### src/rtl/fifo_serial_drain.sv
// Serial drain stage: pops words from a zero-latency FIFO head and shifts them out
// one bit per accepted valid/ready beat. Define FIFO_SERIAL_DRAIN_PARITY_EN to append an even-parity beat.
module fifo_serial_drain #(
    parameter int DATA_WIDTH = 8,
    parameter int CNT_WIDTH  = 8,
    parameter int MSB_FIRST  = 1
) (
    input  logic                  clk,
    input  logic                  reset,
    input  logic [DATA_WIDTH-1:0] fifo_dout,
    input  logic                  fifo_empty,
    output logic                  fifo_rd,
    output logic                  ser_dout,
    output logic                  ser_valid,
    input  logic                  ser_ready,
    output logic                  ser_last,
    output logic                  busy,
    output logic [CNT_WIDTH-1:0]  word_cnt
);

    localparam int IDX_W = (DATA_WIDTH > 1) ? $clog2(DATA_WIDTH) : 1;
    localparam logic [IDX_W-1:0] LAST_IDX = IDX_W'(DATA_WIDTH - 1);

    typedef enum logic [1:0] {
        S_IDLE   = 2'd0,
`ifdef FIFO_SERIAL_DRAIN_PARITY_EN
        S_PARITY = 2'd2,
`endif
        S_SHIFT  = 2'd1
    } state_t;

    state_t                state_q, state_d;
    logic [DATA_WIDTH-1:0] shreg_q, shreg_d;
    logic [IDX_W-1:0]      bit_idx_q, bit_idx_d;
    logic [CNT_WIDTH-1:0]  word_cnt_q, word_cnt_d;
    logic                  ser_dout_q, ser_dout_d;
    logic                  ser_valid_q, ser_valid_d;
    logic                  ser_last_q, ser_last_d;
    logic                  busy_q, busy_d;
    logic                  load_s;
    logic                  fifo_rd_s;
`ifdef FIFO_SERIAL_DRAIN_PARITY_EN
    logic                  par_q, par_d;
`endif

    // Map the transmit index onto the shift-register bit order.
    function automatic logic [IDX_W-1:0] bit_pos(input logic [IDX_W-1:0] idx);
        bit_pos = (MSB_FIRST != 0) ? (LAST_IDX - idx) : idx;
    endfunction

    // Next-state, pop and registered-output computation.
    always_comb begin
        state_d    = state_q;
        shreg_d    = shreg_q;
        bit_idx_d  = bit_idx_q;
        word_cnt_d = word_cnt_q;
        load_s     = 1'b0;
        fifo_rd_s  = 1'b0;
`ifdef FIFO_SERIAL_DRAIN_PARITY_EN
        par_d      = par_q;
`endif
        case (state_q)
            S_IDLE: begin
                load_s = !fifo_empty;
            end
            S_SHIFT: begin
                if (ser_ready) begin
`ifdef FIFO_SERIAL_DRAIN_PARITY_EN
                    par_d = par_q ^ shreg_q[bit_pos(bit_idx_q)];
`endif
                    if (bit_idx_q == LAST_IDX) begin
`ifdef FIFO_SERIAL_DRAIN_PARITY_EN
                        state_d = S_PARITY;
`else
                        word_cnt_d = word_cnt_q + CNT_WIDTH'(1);
                        state_d    = S_IDLE;
                        bit_idx_d  = '0;
                        load_s     = !fifo_empty;
`endif
                    end else begin
                        bit_idx_d = bit_idx_q + IDX_W'(1);
                    end
                end else begin
                    bit_idx_d = bit_idx_q;
                end
            end
`ifdef FIFO_SERIAL_DRAIN_PARITY_EN
            S_PARITY: begin
                if (ser_ready) begin
                    word_cnt_d = word_cnt_q + CNT_WIDTH'(1);
                    state_d    = S_IDLE;
                    bit_idx_d  = '0;
                    load_s     = !fifo_empty;
                end else begin
                    state_d = S_PARITY;
                end
            end
`endif
            default: begin
                state_d = S_IDLE;
            end
        endcase

        // A reload keeps the FSM in SHIFT so consecutive words have no idle beat.
        if (load_s) begin
            fifo_rd_s = 1'b1;
            shreg_d   = fifo_dout;
            bit_idx_d = '0;
            state_d   = S_SHIFT;
`ifdef FIFO_SERIAL_DRAIN_PARITY_EN
            par_d     = 1'b0;
`endif
        end else begin
            fifo_rd_s = 1'b0;
        end

        ser_valid_d = (state_d != S_IDLE);
        busy_d      = (state_d != S_IDLE);
`ifdef FIFO_SERIAL_DRAIN_PARITY_EN
        ser_last_d  = (state_d == S_PARITY);
`else
        ser_last_d  = (state_d == S_SHIFT) && (bit_idx_d == LAST_IDX);
`endif
        case (state_d)
            S_SHIFT:  ser_dout_d = shreg_d[bit_pos(bit_idx_d)];
`ifdef FIFO_SERIAL_DRAIN_PARITY_EN
            S_PARITY: ser_dout_d = par_d;
`endif
            default:  ser_dout_d = 1'b0;
        endcase
    end

    // State and output registers with synchronous reset.
    always_ff @(posedge clk) begin
        if (reset) begin
            state_q     <= S_IDLE;
            shreg_q     <= '0;
            bit_idx_q   <= '0;
            word_cnt_q  <= '0;
            ser_dout_q  <= 1'b0;
            ser_valid_q <= 1'b0;
            ser_last_q  <= 1'b0;
            busy_q      <= 1'b0;
`ifdef FIFO_SERIAL_DRAIN_PARITY_EN
            par_q       <= 1'b0;
`endif
        end else begin
            state_q     <= state_d;
            shreg_q     <= shreg_d;
            bit_idx_q   <= bit_idx_d;
            word_cnt_q  <= word_cnt_d;
            ser_dout_q  <= ser_dout_d;
            ser_valid_q <= ser_valid_d;
            ser_last_q  <= ser_last_d;
            busy_q      <= busy_d;
`ifdef FIFO_SERIAL_DRAIN_PARITY_EN
            par_q       <= par_d;
`endif
        end
    end

    assign fifo_rd   = fifo_rd_s && !reset;
    assign ser_dout  = ser_dout_q;
    assign ser_valid = ser_valid_q;
    assign ser_last  = ser_last_q;
    assign busy      = busy_q;
    assign word_cnt  = word_cnt_q;

endmodule

### config.mk
export PLATFORM = sky130hd
export DESIGN_NAME = fifo_serial_drain
export DESIGN_NICKNAME = d
export VERILOG_FILES = /design/src/rtl/fifo_serial_drain.sv
export SDC_FILE = /design/constraint.sdc
export NUM_CORES = 1
export LEC_CHECK = 0
export ABC_AREA = 1
export CORE_MARGIN = 8
export CORE_UTILIZATION = 53
export CTS_BUF_LIST = sky130_fd_sc_hd__clkbuf_16
export DETAILED_ROUTE_END_ITERATION = 6
export GPL_TIMING_DRIVEN = 0
export PLACE_DENSITY_LB_ADDON = 0.1
export SLEW_MARGIN = 5
export SYNTH_ARGS = -nofsm -noshare
export SYNTH_HDL_FRONTEND = slang
export SYNTH_SLANG_ARGS = --single-unit
### constraint.sdc
create_clock -name clk -period 3.61 [get_ports clk]
set_input_delay 0.722 -clock clk [delete_from_list [all_inputs] [get_ports clk]]
set_output_delay 0.722 -clock clk [all_outputs]
set_load 0.01 [all_outputs]
==> results.sh, run 1 <==
export IMPL_finClkSkew_ps=4.64
export IMPL_cp_max_fo=10
export IMPL_whs_ps=490
export IMPL_viasPerCell=4.90
export IMPL_hold_viol=0
export IMPL_setup_violations=0
export IMPL_remaining_drc_errors=0
export IMPL_clockPowerShare_pct=40.3
export IMPL_grt_antenna_before_repair=0
export IMPL_cp_start_kind="input port"
export IMPL_cts_repair_resized=0
export IMPL_rsz0062_at_grt="false"
export IMPL_rr_worst_depth=13
export IMPL_insertion_delay_ps=260
export IMPL_port_buffers=23
export IMPL_p_int_uw=457
export IMPL_grt_pass1_wl_mm=4.43
export IMPL_fp_dieH_um=63.8
export IMPL_met1_length_um=977
export IMPL_num_rows=17
export IMPL_p_leak_uw=0.000693
export IMPL_dieArea_um2=4060
export IMPL_start_util_pct=55.2
export IMPL_switching_share_pct=22.8
export IMPL_htreeDepth=1
export IMPL_status="finished, final reports clean"
export IMPL_min_from="word_cnt[2]$_SDFFE_PP0P_"
export IMPL_fin_cells=220
export IMPL_fin_setup_tns_ps=0
export IMPL_reg2reg_to="ser_dout$_SDFF_PP0_"
export IMPL_critPathKind="input port to primary output"
export IMPL_syn_cell_area_um2=1210
export IMPL_top_layer_used="met4"
export IMPL_met2_length_mm=1.45
export IMPL_end_kind="primary output"
export IMPL_gp_congestion=0.775
export IMPL_postRouteWirelength_mm=2.63
export IMPL_synth_cells=165
export IMPL_grt_max_degree=14
export IMPL_clock_sinks=24
export IMPL_final_core_util_pct=70.9
export IMPL_worstPathArrival_ps=2330
export IMPL_cts_root_buf="clkbuf_16"
export IMPL_min_period_over_period_pct=84.6
export IMPL_grt_ovfl_total=0
export IMPL_dp_hpwl_mm=1.92
export IMPL_numCtsBuffers=3
export IMPL_grt_total_usage_pct=13.3
export IMPL_clockBufferDepth=2
export IMPL_wl_per_cell_um=11.9
export IMPL_wl_met3_um=138
export IMPL_cts_tree="done"
export IMPL_fin_nets=209
export IMPL_min_period_ps=3050
export IMPL_die_w_um=63.8
export IMPL_top_level_ports=25
export IMPL_avgSynthCellArea_um2=7.33
export IMPL_p_seq_share_pct=46.9
export IMPL_drive_gt1_share_pct=17.2
export IMPL_yosysWarningCount=0
export IMPL_mostFrequentLayoutCells="inv_1 (27), nand2_1 (26), dfxtp_1 (24), nor2_1 (23), clkdlybuf4s50_1 (23)"
export IMPL_grt_pass1_vias=1100
export IMPL_vdd_drop_max_mv=0.248
export IMPL_ys_seq_area_share_pct=39.8
export IMPL_hold_buffers=0
export IMPL_cp_required_ps=2890
export IMPL_nFillCells=189
export IMPL_fmax_mhz=327
export IMPL_netSwitchingPower_uw=135
export IMPL_area_growth_pct=28.5
export IMPL_place_inst=216
export IMPL_n_antenna_cell=0
export IMPL_max_cap_viol_count=0
export IMPL_drtIter0Drc=31
export IMPL_vias=1078
export IMPL_cellPowerDensity_nw_per_um2=382
export IMPL_ys_types=27
export IMPL_ys_ff_latch=24
export IMPL_hp_class="register to register"
export IMPL_synth_fp_nets=181
export IMPL_core_um2=2190
export IMPL_hold_path_depth=2
export IMPL_ant_nets=0
export IMPL_rrSetupSlack_ps=1800
export IMPL_r2r_start="bit_idx_q[1]$_SDFF_PP0_"
export IMPL_dr_pass1_iters=4
export IMPL_power_uw=593
export IMPL_hold_end="word_cnt[2]$_SDFFE_PP0P_"
export IMPL_slew_viol_final=0
export IMPL_cts_setup_buffers=0
export IMPL_comb_power_share_pct=12.9
export IMPL_final_common_cell="inv_1"
export IMPL_cts_reportedPaths_clkPinSlew_ps=60
==> registers in the layout, indices dropped and copies added (netlist names) <==
register,flops
word_cnt,8
ser_last,1
busy,1
ser_dout,1
state_q,2
shreg_q,8
bit_idx_q,3
==> critical path, stage by stage <==
cell and delay (ps):
clkdlybuf4s50_1 560, nand2_2 110, nand2_2 100, nand2_4 60
buf_6 150, nor2_1 80, clkdlybuf4s50_1 540
==> how the worst max path moves through the flow <==
stage	end	slack, ps	start
after detailed placement	fifo_rd	550	ser_ready
after global placement	fifo_rd	560	ser_ready
after floorplan	fifo_rd	1570	reset
after global routing	fifo_rd	510	ser_ready
final	fifo_rd	560	ser_ready
after CTS	fifo_rd	550	ser_ready
==> power by group through the flow <==
stage / registers (uW) / logic, uW / clock network, uW
CTS: 278 / 77.5 / 244
finish: 278 / 76.2 / 239
floorplan: 283 / 50.5 / 0
detailed placement: 284 / 76.5 / 0
global route: 279 / 85.5 / 252
global placement: 283 / 74.7 / 0
==> routing by layer <==
metal | track usage [%] | up-vias
met4 | 6.96 | 0
met3 | 5.40 | 9
li1 | - | 559
met1 | 10.8 | 492
met2 | 26.5 | 18
met5 | 0 | -
==> logic make-up after synthesis <==
kind of cell	Yosys count	share of synthesized area, %
flops	24	39.8
buf+inv	34	12.1
compound gates	16	8.69
simple gates	86	35.0
fa+ha+maj	4	4.14
other cells	1	0.310
==> cell type report <==
type	instances	area [um^2]	share of cell area, %
Multi-Input combinational cell	107	582	37.5
Inverter	29	109	7.01
Timing Repair Buffer	23	230	14.8
Clock buffer	3	75.1	4.83
Buffer	5	37.5	2.42
Tap cell	28	35.0	2.26
Sequential cell	24	480	30.9
Clock inverter	1	3.75	0.242
==> cell usage after synthesis <==
library cell	number	share of area [%]
nor3_1	2	0.83
conb_1	1	0.31
nor4_1	1	0.52
nand3b_1	1	0.62
dfxtp_1	24	40
clkinv_1	1	0.31
a21oi_1	5	2.1
nand2_4	2	1.9
inv_2	1	0.31
nor2_2	3	1.6
o21ai_0	3	1.2
clkbuf_1	2	0.62
nor2_4	1	0.93
nand3_1	12	5.0
inv_1	27	8.4
nor3_2	1	0.83
ha_1	4	4.1
nor2_1	23	7.1
nor3b_1	1	0.62
buf_4	1	0.62
buf_6	2	1.9
o21ai_2	6	4.3
nand3_2	1	0.83
o21ai_1	1	0.41
o21a_1	1	0.62
nand2_2	12	6.2
nand2_1	26	8.1
==> per-stage QoR <==
step	area, um^2	setup WS (ps)
floorplan	1210	1570
global placement	1470	564
detailed placement	1470	555
CTS	1550	551
global route	1550	511
finish	1550	556
Power figures use the tool's default switching activity.
==> run 2, diff against run 1 <==
--- a/config.mk
+++ b/config.mk
@@ -7,7 +7,7 @@
 export LEC_CHECK = 0
 export ABC_AREA = 1
 export CORE_MARGIN = 8
-export CORE_UTILIZATION = 53
+export CORE_UTILIZATION = 45
 export CTS_BUF_LIST = sky130_fd_sc_hd__clkbuf_16
 export DETAILED_ROUTE_END_ITERATION = 6
 export GPL_TIMING_DRIVEN = 0
==> constraint.sdc (replaced) <==
create_clock -name clk -period 2.8 [get_ports clk]
set_input_delay 0.56 -clock clk [delete_from_list [all_inputs] [get_ports clk]]
set_output_delay 0.56 -clock clk [all_outputs]
set_load 0.01 [all_outputs]
==> run 2 against run 1 <==
  * Die area increased by 13%
  * Count of clock-buffer cells in the layout unchanged
  * Critical path depth increased by 1
  * Sequential power increased by 29%
  * Register-to-register slack got worse by 780 ps
  * Routed wire length decreased by 9.8%
  * Critical path type is now register to primary output
  * Critical endpoint unchanged
  * Largest power group is now clock
  * Highest routed layer unchanged
==> results.sh, run 2 (same netlist as run 1, synthesis figures left out) <==
export IMPL_drive_gt1_share_pct=17.7
export IMPL_clockBufferDepth=2
export IMPL_setup_violations=0
export IMPL_wl_per_cell_um=10.7
export IMPL_hp_class="register to register"
export IMPL_area_growth_pct=31.1
export IMPL_cts_root_buf="clkbuf_16"
export IMPL_drtIter0Drc=27
export IMPL_setup_slack_ps=240
export IMPL_core_um2=2520
export IMPL_worstPathArrival_ps=2000
export IMPL_dp_hpwl_mm=1.87
export IMPL_vias=1025
export IMPL_cts_tree="done"
export IMPL_switching_share_pct=20.4
export IMPL_comb_power_share_pct=11.3
export IMPL_grt_pass1_wl_mm=4.29
export IMPL_hold_buffers=0
export IMPL_end_kind="primary output"
export IMPL_top_level_ports=25
export IMPL_p_int_uw=683
export IMPL_n_antenna_cell=0
export IMPL_nFillCells=227
export IMPL_dieArea_um2=4600
export IMPL_vdd_drop_max_mv=0.520
export IMPL_cts_setup_buffers=0
export IMPL_start_util_pct=47.9
export IMPL_min_period_over_period_pct=91.4
export IMPL_rsz0062_at_grt="false"
export IMPL_netSwitchingPower_uw=175
export IMPL_critPathKind="register to primary output"
export IMPL_clockPowerShare_pct=47.0
export IMPL_grt_antenna_before_repair=0
export IMPL_p_seq_share_pct=41.7
export IMPL_fin_setup_tns_ps=0
export IMPL_fp_dieH_um=67.8
export IMPL_port_buffers=23
export IMPL_grt_total_usage_pct=12.0
export IMPL_cp_required_ps=2240
export IMPL_final_common_cell="inv_1"
export IMPL_cts_repair_resized=0
export IMPL_hold_viol=0
export IMPL_gp_congestion=0.763
export IMPL_remaining_drc_errors=0
export IMPL_whs_ps=489
export IMPL_grt_max_degree=15
export IMPL_pre_cts_ws_ps=49.4
export IMPL_fin_nets=209
export IMPL_numCtsBuffers=3
export IMPL_die_w_um=67.8
export IMPL_power_uw=858
export IMPL_insertion_delay_ps=260
export IMPL_grt_ovfl_total=0
export IMPL_status="finished, final reports clean"
export IMPL_cts_reportedPaths_clkPinSlew_ps=60
export IMPL_postRouteWirelength_mm=2.37
export IMPL_max_cap_viol_count=0
export IMPL_finClkSkew_ps=1.90
export IMPL_htreeDepth=1
export IMPL_viasPerCell=4.62
export IMPL_cp_start_kind="register"
export IMPL_cp_max_fo=10
export IMPL_slew_viol_final=0
export IMPL_grt_pass1_vias=1062
export IMPL_p_leak_uw=0.000714
export IMPL_fmax_mhz=391
export IMPL_ant_nets=0
export IMPL_dr_pass1_iters=4
export IMPL_mostFrequentLayoutCells="inv_1 (27), nand2_1 (26), dfxtp_1 (24), nor2_1 (23), clkdlybuf4s50_1 (22)"
export IMPL_cellPowerDensity_nw_per_um2=542
export IMPL_clock_sinks=24
export IMPL_min_period_ps=2560
export IMPL_num_rows=18
==> run 2: cell count changes in the layout (fill, tap and decap cells not counted) <==
| cell | before | now |
|---|---|---|
| bufinv_16 | 0 | 1 |
| clkdlybuf4s50_1 | 23 | 22 |
| clkinv_1 | 2 | 1 |
| dlymetal6s2s_1 | 0 | 1 |
==> run 2: critical path, stage by stage, from the launching register on <==
cell             delay [ps]
dfxtp_1                 340
ha_1                    180
ha_1                    180
nand2_2                  90
nand2_2                 100
nand2_4                  60
buf_6                   150
nor2_1                   90
clkdlybuf4s50_1         550
==> run 2: path summary, 6_finish.rpt <==
path	slack, ps	from	cells past startpoint	to
max	240	bit_idx_q[1]$_SDFF_PP0_	8	fifo_rd
min	490	word_cnt[2]$_SDFFE_PP0P_	2	word_cnt[2]$_SDFFE_PP0P_
max reg2reg	1020	bit_idx_q[1]$_SDFF_PP0_	13	ser_dout$_SDFF_PP0_
min reg2reg	490	word_cnt[2]$_SDFFE_PP0P_	2	word_cnt[2]$_SDFFE_PP0P_
==> run 2: power by group through the flow <==
stage | sequential, uW | clock (uW) | combinational [uW]
2_1_floorplan | 365 | 0 | 65.2
3_3_place_gp | 365 | 0 | 97.0
3_5_place_dp | 366 | 0 | 98.5
4_1_cts | 358 | 415 | 99.4
5_1_grt | 359 | 431 | 110
6_report | 358 | 403 | 96.8
==> run 2: layout make-up <==
| cell class | count | area, um^2 | share of cell area [%] |
|---|---|---|---|
| clock buffers | 3 | 75.1 | 4.74 |
| multi-input cells | 107 | 582 | 36.7 |
| plain buffers | 5 | 37.5 | 2.37 |
| flip-flops and latches | 24 | 480 | 30.3 |
| repair buffers | 23 | 233 | 14.7 |
| clock inverters | 1 | 30.0 | 1.90 |
| well taps | 30 | 37.5 | 2.37 |
| inverters | 29 | 109 | 6.87 |
==> run 2: layer usage <==
metal / vias to the layer above / track usage [%] / wire, um
met1: 443 / 11.7 / 947
li1: 560 / - / -
met5: - / 0 / 0
met4: 0 / 5.63 / 36
met2: 18 / 22.5 / 1220
met3: 4 / 3.76 / 163
==> run 2: metrics by stage <==
stage | util (%) | std cells | cell area (um^2)
final | 62.8 | 222 | 1580
after global routing | 62.8 | 222 | 1580
after CTS | 62.7 | 222 | 1580
after detailed placement | 58.5 | 218 | 1480
after global placement | 58.5 | 218 | 1480
after floorplan | - | 165 | 1210
==> run 3, diff against run 2 <==
--- a/config.mk
+++ b/config.mk
@@ -7,11 +7,12 @@
 export LEC_CHECK = 0
 export ABC_AREA = 1
 export CORE_MARGIN = 8
-export CORE_UTILIZATION = 45
+export CORE_UTILIZATION = 55
 export CTS_BUF_LIST = sky130_fd_sc_hd__clkbuf_16
 export DETAILED_ROUTE_END_ITERATION = 6
+export DONT_BUFFER_PORTS = 1
 export GPL_TIMING_DRIVEN = 0
-export PLACE_DENSITY_LB_ADDON = 0.1
+export PLACE_DENSITY = 0.73
 export SLEW_MARGIN = 5
 export SYNTH_ARGS = -nofsm -noshare
 export SYNTH_HDL_FRONTEND = slang
==> constraint.sdc (replaced) <==
create_clock -name clk -period 2.8 [get_ports clk]
set_input_delay 0.28 -clock clk [delete_from_list [all_inputs] [get_ports clk]]
set_output_delay 0.28 -clock clk [all_outputs]
set_load 0.01 [all_outputs]
==> run 3 against run 2 <==
  * Design area decreased by 15%
  * Clock power about the same
  * Clock skew increased by 1.9 ps
  * Cell count decreased by 11%
  * Core utilization about the same
  * Global-route usage decreased by 0.13 points
  * Critical path type unchanged
==> results.sh, run 3 (same netlist as run 1, synthesis figures left out) <==
export IMPL_core_um2=2150
export IMPL_cp_required_ps=2520
export IMPL_finClkSkew_ps=3.84
export IMPL_path_buf_inv=1
export IMPL_grt_ovfl_total=0
export IMPL_cts_tree="done"
export IMPL_nFillCells=203
export IMPL_rsz0062_at_grt="false"
export IMPL_clock_sinks=24
export IMPL_min_period_over_period_pct=64.4
export IMPL_drtIter0Drc=20
export IMPL_final_common_cell="inv_1"
export IMPL_grt_total_usage_pct=11.9
export IMPL_cp_start_kind="register"
export IMPL_p_int_uw=666
export IMPL_fp_dieH_um=62.9
export IMPL_vdd_drop_max_mv=0.383
export IMPL_viasPerCell=4.87
export IMPL_postRouteWirelength_mm=2.34
export IMPL_fin_setup_tns_ps=0
export IMPL_setup_slack_ps=996
export IMPL_min_period_ps=1800
export IMPL_insertion_delay_ps=260
export IMPL_gp_congestion=0.851
export IMPL_grt_max_degree=15
export IMPL_mostFrequentLayoutCells="inv_1 (27), nand2_1 (26), dfxtp_1 (24), nor2_1 (23)"
export IMPL_netSwitchingPower_uw=171
export IMPL_cp_max_fo=10
export IMPL_wl_per_cell_um=11.9
export IMPL_dp_hpwl_mm=1.81
export IMPL_comb_power_share_pct=9.1
export IMPL_ant_nets=0
export IMPL_htreeDepth=1
export IMPL_p_leak_uw=0.000622
export IMPL_power_uw=837
export IMPL_grt_pass1_wl_mm=3.93
export IMPL_crit_slowest_cell="dfxtp_1"
export IMPL_path_cells="ha_1, ha_1, nand2_2, nand2_2, nand2_4, buf_6, nor2_1"
export IMPL_p_seq_share_pct=42.9
export IMPL_numCtsBuffers=3
export IMPL_hold_viol=0
export IMPL_place_area_um2=1240
export IMPL_num_rows=17
export IMPL_place_inst=193
export IMPL_drive_gt1_share_pct=20.1
export IMPL_critPathTopFamily="simple AND/OR/NAND/NOR gates"
export IMPL_cts_setup_buffers=0
export IMPL_die_w_um=62.9
export IMPL_fin_cells=197
export IMPL_cts_repair_resized=0
export IMPL_cts_root_buf="clkbuf_16"
export IMPL_clockPowerShare_pct=48.0
export IMPL_clockBufferDepth=2
export IMPL_status="finished, final reports clean"
export IMPL_critPathKind="register to primary output"
export IMPL_fin_nets=186
export IMPL_ff_latch_area_um2=480
export IMPL_grt_pass1_vias=978
export IMPL_slew_viol_final=0
export IMPL_remaining_drc_errors=0
export IMPL_n_antenna_cell=0
export IMPL_switching_share_pct=20.4
export IMPL_area_growth_pct=11.6
export IMPL_multi_input_area_um2=582
export IMPL_vias=960
export IMPL_dr_pass1_iters=4
export IMPL_start_util_pct=56.3
export IMPL_fmax_mhz=554
export IMPL_port_buffers=0
export IMPL_pre_cts_ws_ps=1040
export IMPL_setup_violations=0
export IMPL_max_cap_viol_count=0
export IMPL_cpPeakStageDelay_ps=330
export IMPL_worstPathArrival_ps=1520
export IMPL_hp_class="input port to register"
export IMPL_final_area_um2=1350
export IMPL_grt_antenna_before_repair=0
export IMPL_hold_buffers=0
export IMPL_cellPowerDensity_nw_per_um2=620
export IMPL_end_kind="primary output"
export IMPL_cts_reportedPaths_clkPinSlew_ps=60
export IMPL_top_level_ports=25
export IMPL_dieArea_um2=3950
==> run 3: worst paths after layout <==
path,from,end,slack (ps),cells past startpoint
setup reg to reg,bit_idx_q[0]$_SDFF_PP0_,ser_dout$_SDFF_PP0_,1030,13
hold / removal,fifo_dout[6],shreg_q[6]$_SDFF_PP0_,170,2
hold reg to reg,shreg_q[5]$_SDFF_PP0_,shreg_q[5]$_SDFF_PP0_,540,4
setup / recovery,bit_idx_q[0]$_SDFF_PP0_,fifo_rd,1000,7
==> run 3: layer usage <==
layer	vias up	wire length, um	track usage (%)
li1	510	-	-
met3	4	118	3.41
met4	0	25	4.56
met1	430	950	11.0
met5	-	0	0
met2	16	1240	23.3
==> run 3: layout make-up <==
class	instances	area share [%]
Sequential cell	24	35.6
Clock buffer	3	5.57
Multi-Input combinational cell	107	43.1
Clock inverter	1	2.23
Tap cell	28	2.60
Inverter	29	8.07
Buffer	5	2.78
==> run 3: worst register-to-register path, stage by stage (launching register included) <==
cell and delay, ps:
dfxtp_1 310, ha_1 220, ha_1 200, nand2_2 100, nand2_2 80, nand2_4 80
buf_6 160, nand2_2 70, nor2_2 140, nand2_1 70, nand3_1 70, nand2_1 50
nor2_1 80, nor2_1 50
==> run 3: through the flow <==
| stage | utilization [%] | hold slack [ps] |
|---|---|---|
| 6_report | 62.8 | 173 |
| 2_1_floorplan | - | 425 |
| 3_3_place_gp | 57.9 | 431 |
| 4_1_cts | 62.8 | 175 |
| 3_5_place_dp | 57.9 | 438 |
| 5_1_grt | 62.8 | 185 |
==> run 3: power groups by stage <==
stage / Clock (uW) / Combinational [uW] / Sequential (uW)
after floorplan: 0 / 65.2 / 365
after global placement: 0 / 74.2 / 366
after detailed placement: 0 / 76.4 / 367
after CTS: 407 / 77.3 / 359
after global routing: 420 / 86.4 / 360
final: 401 / 76.3 / 359
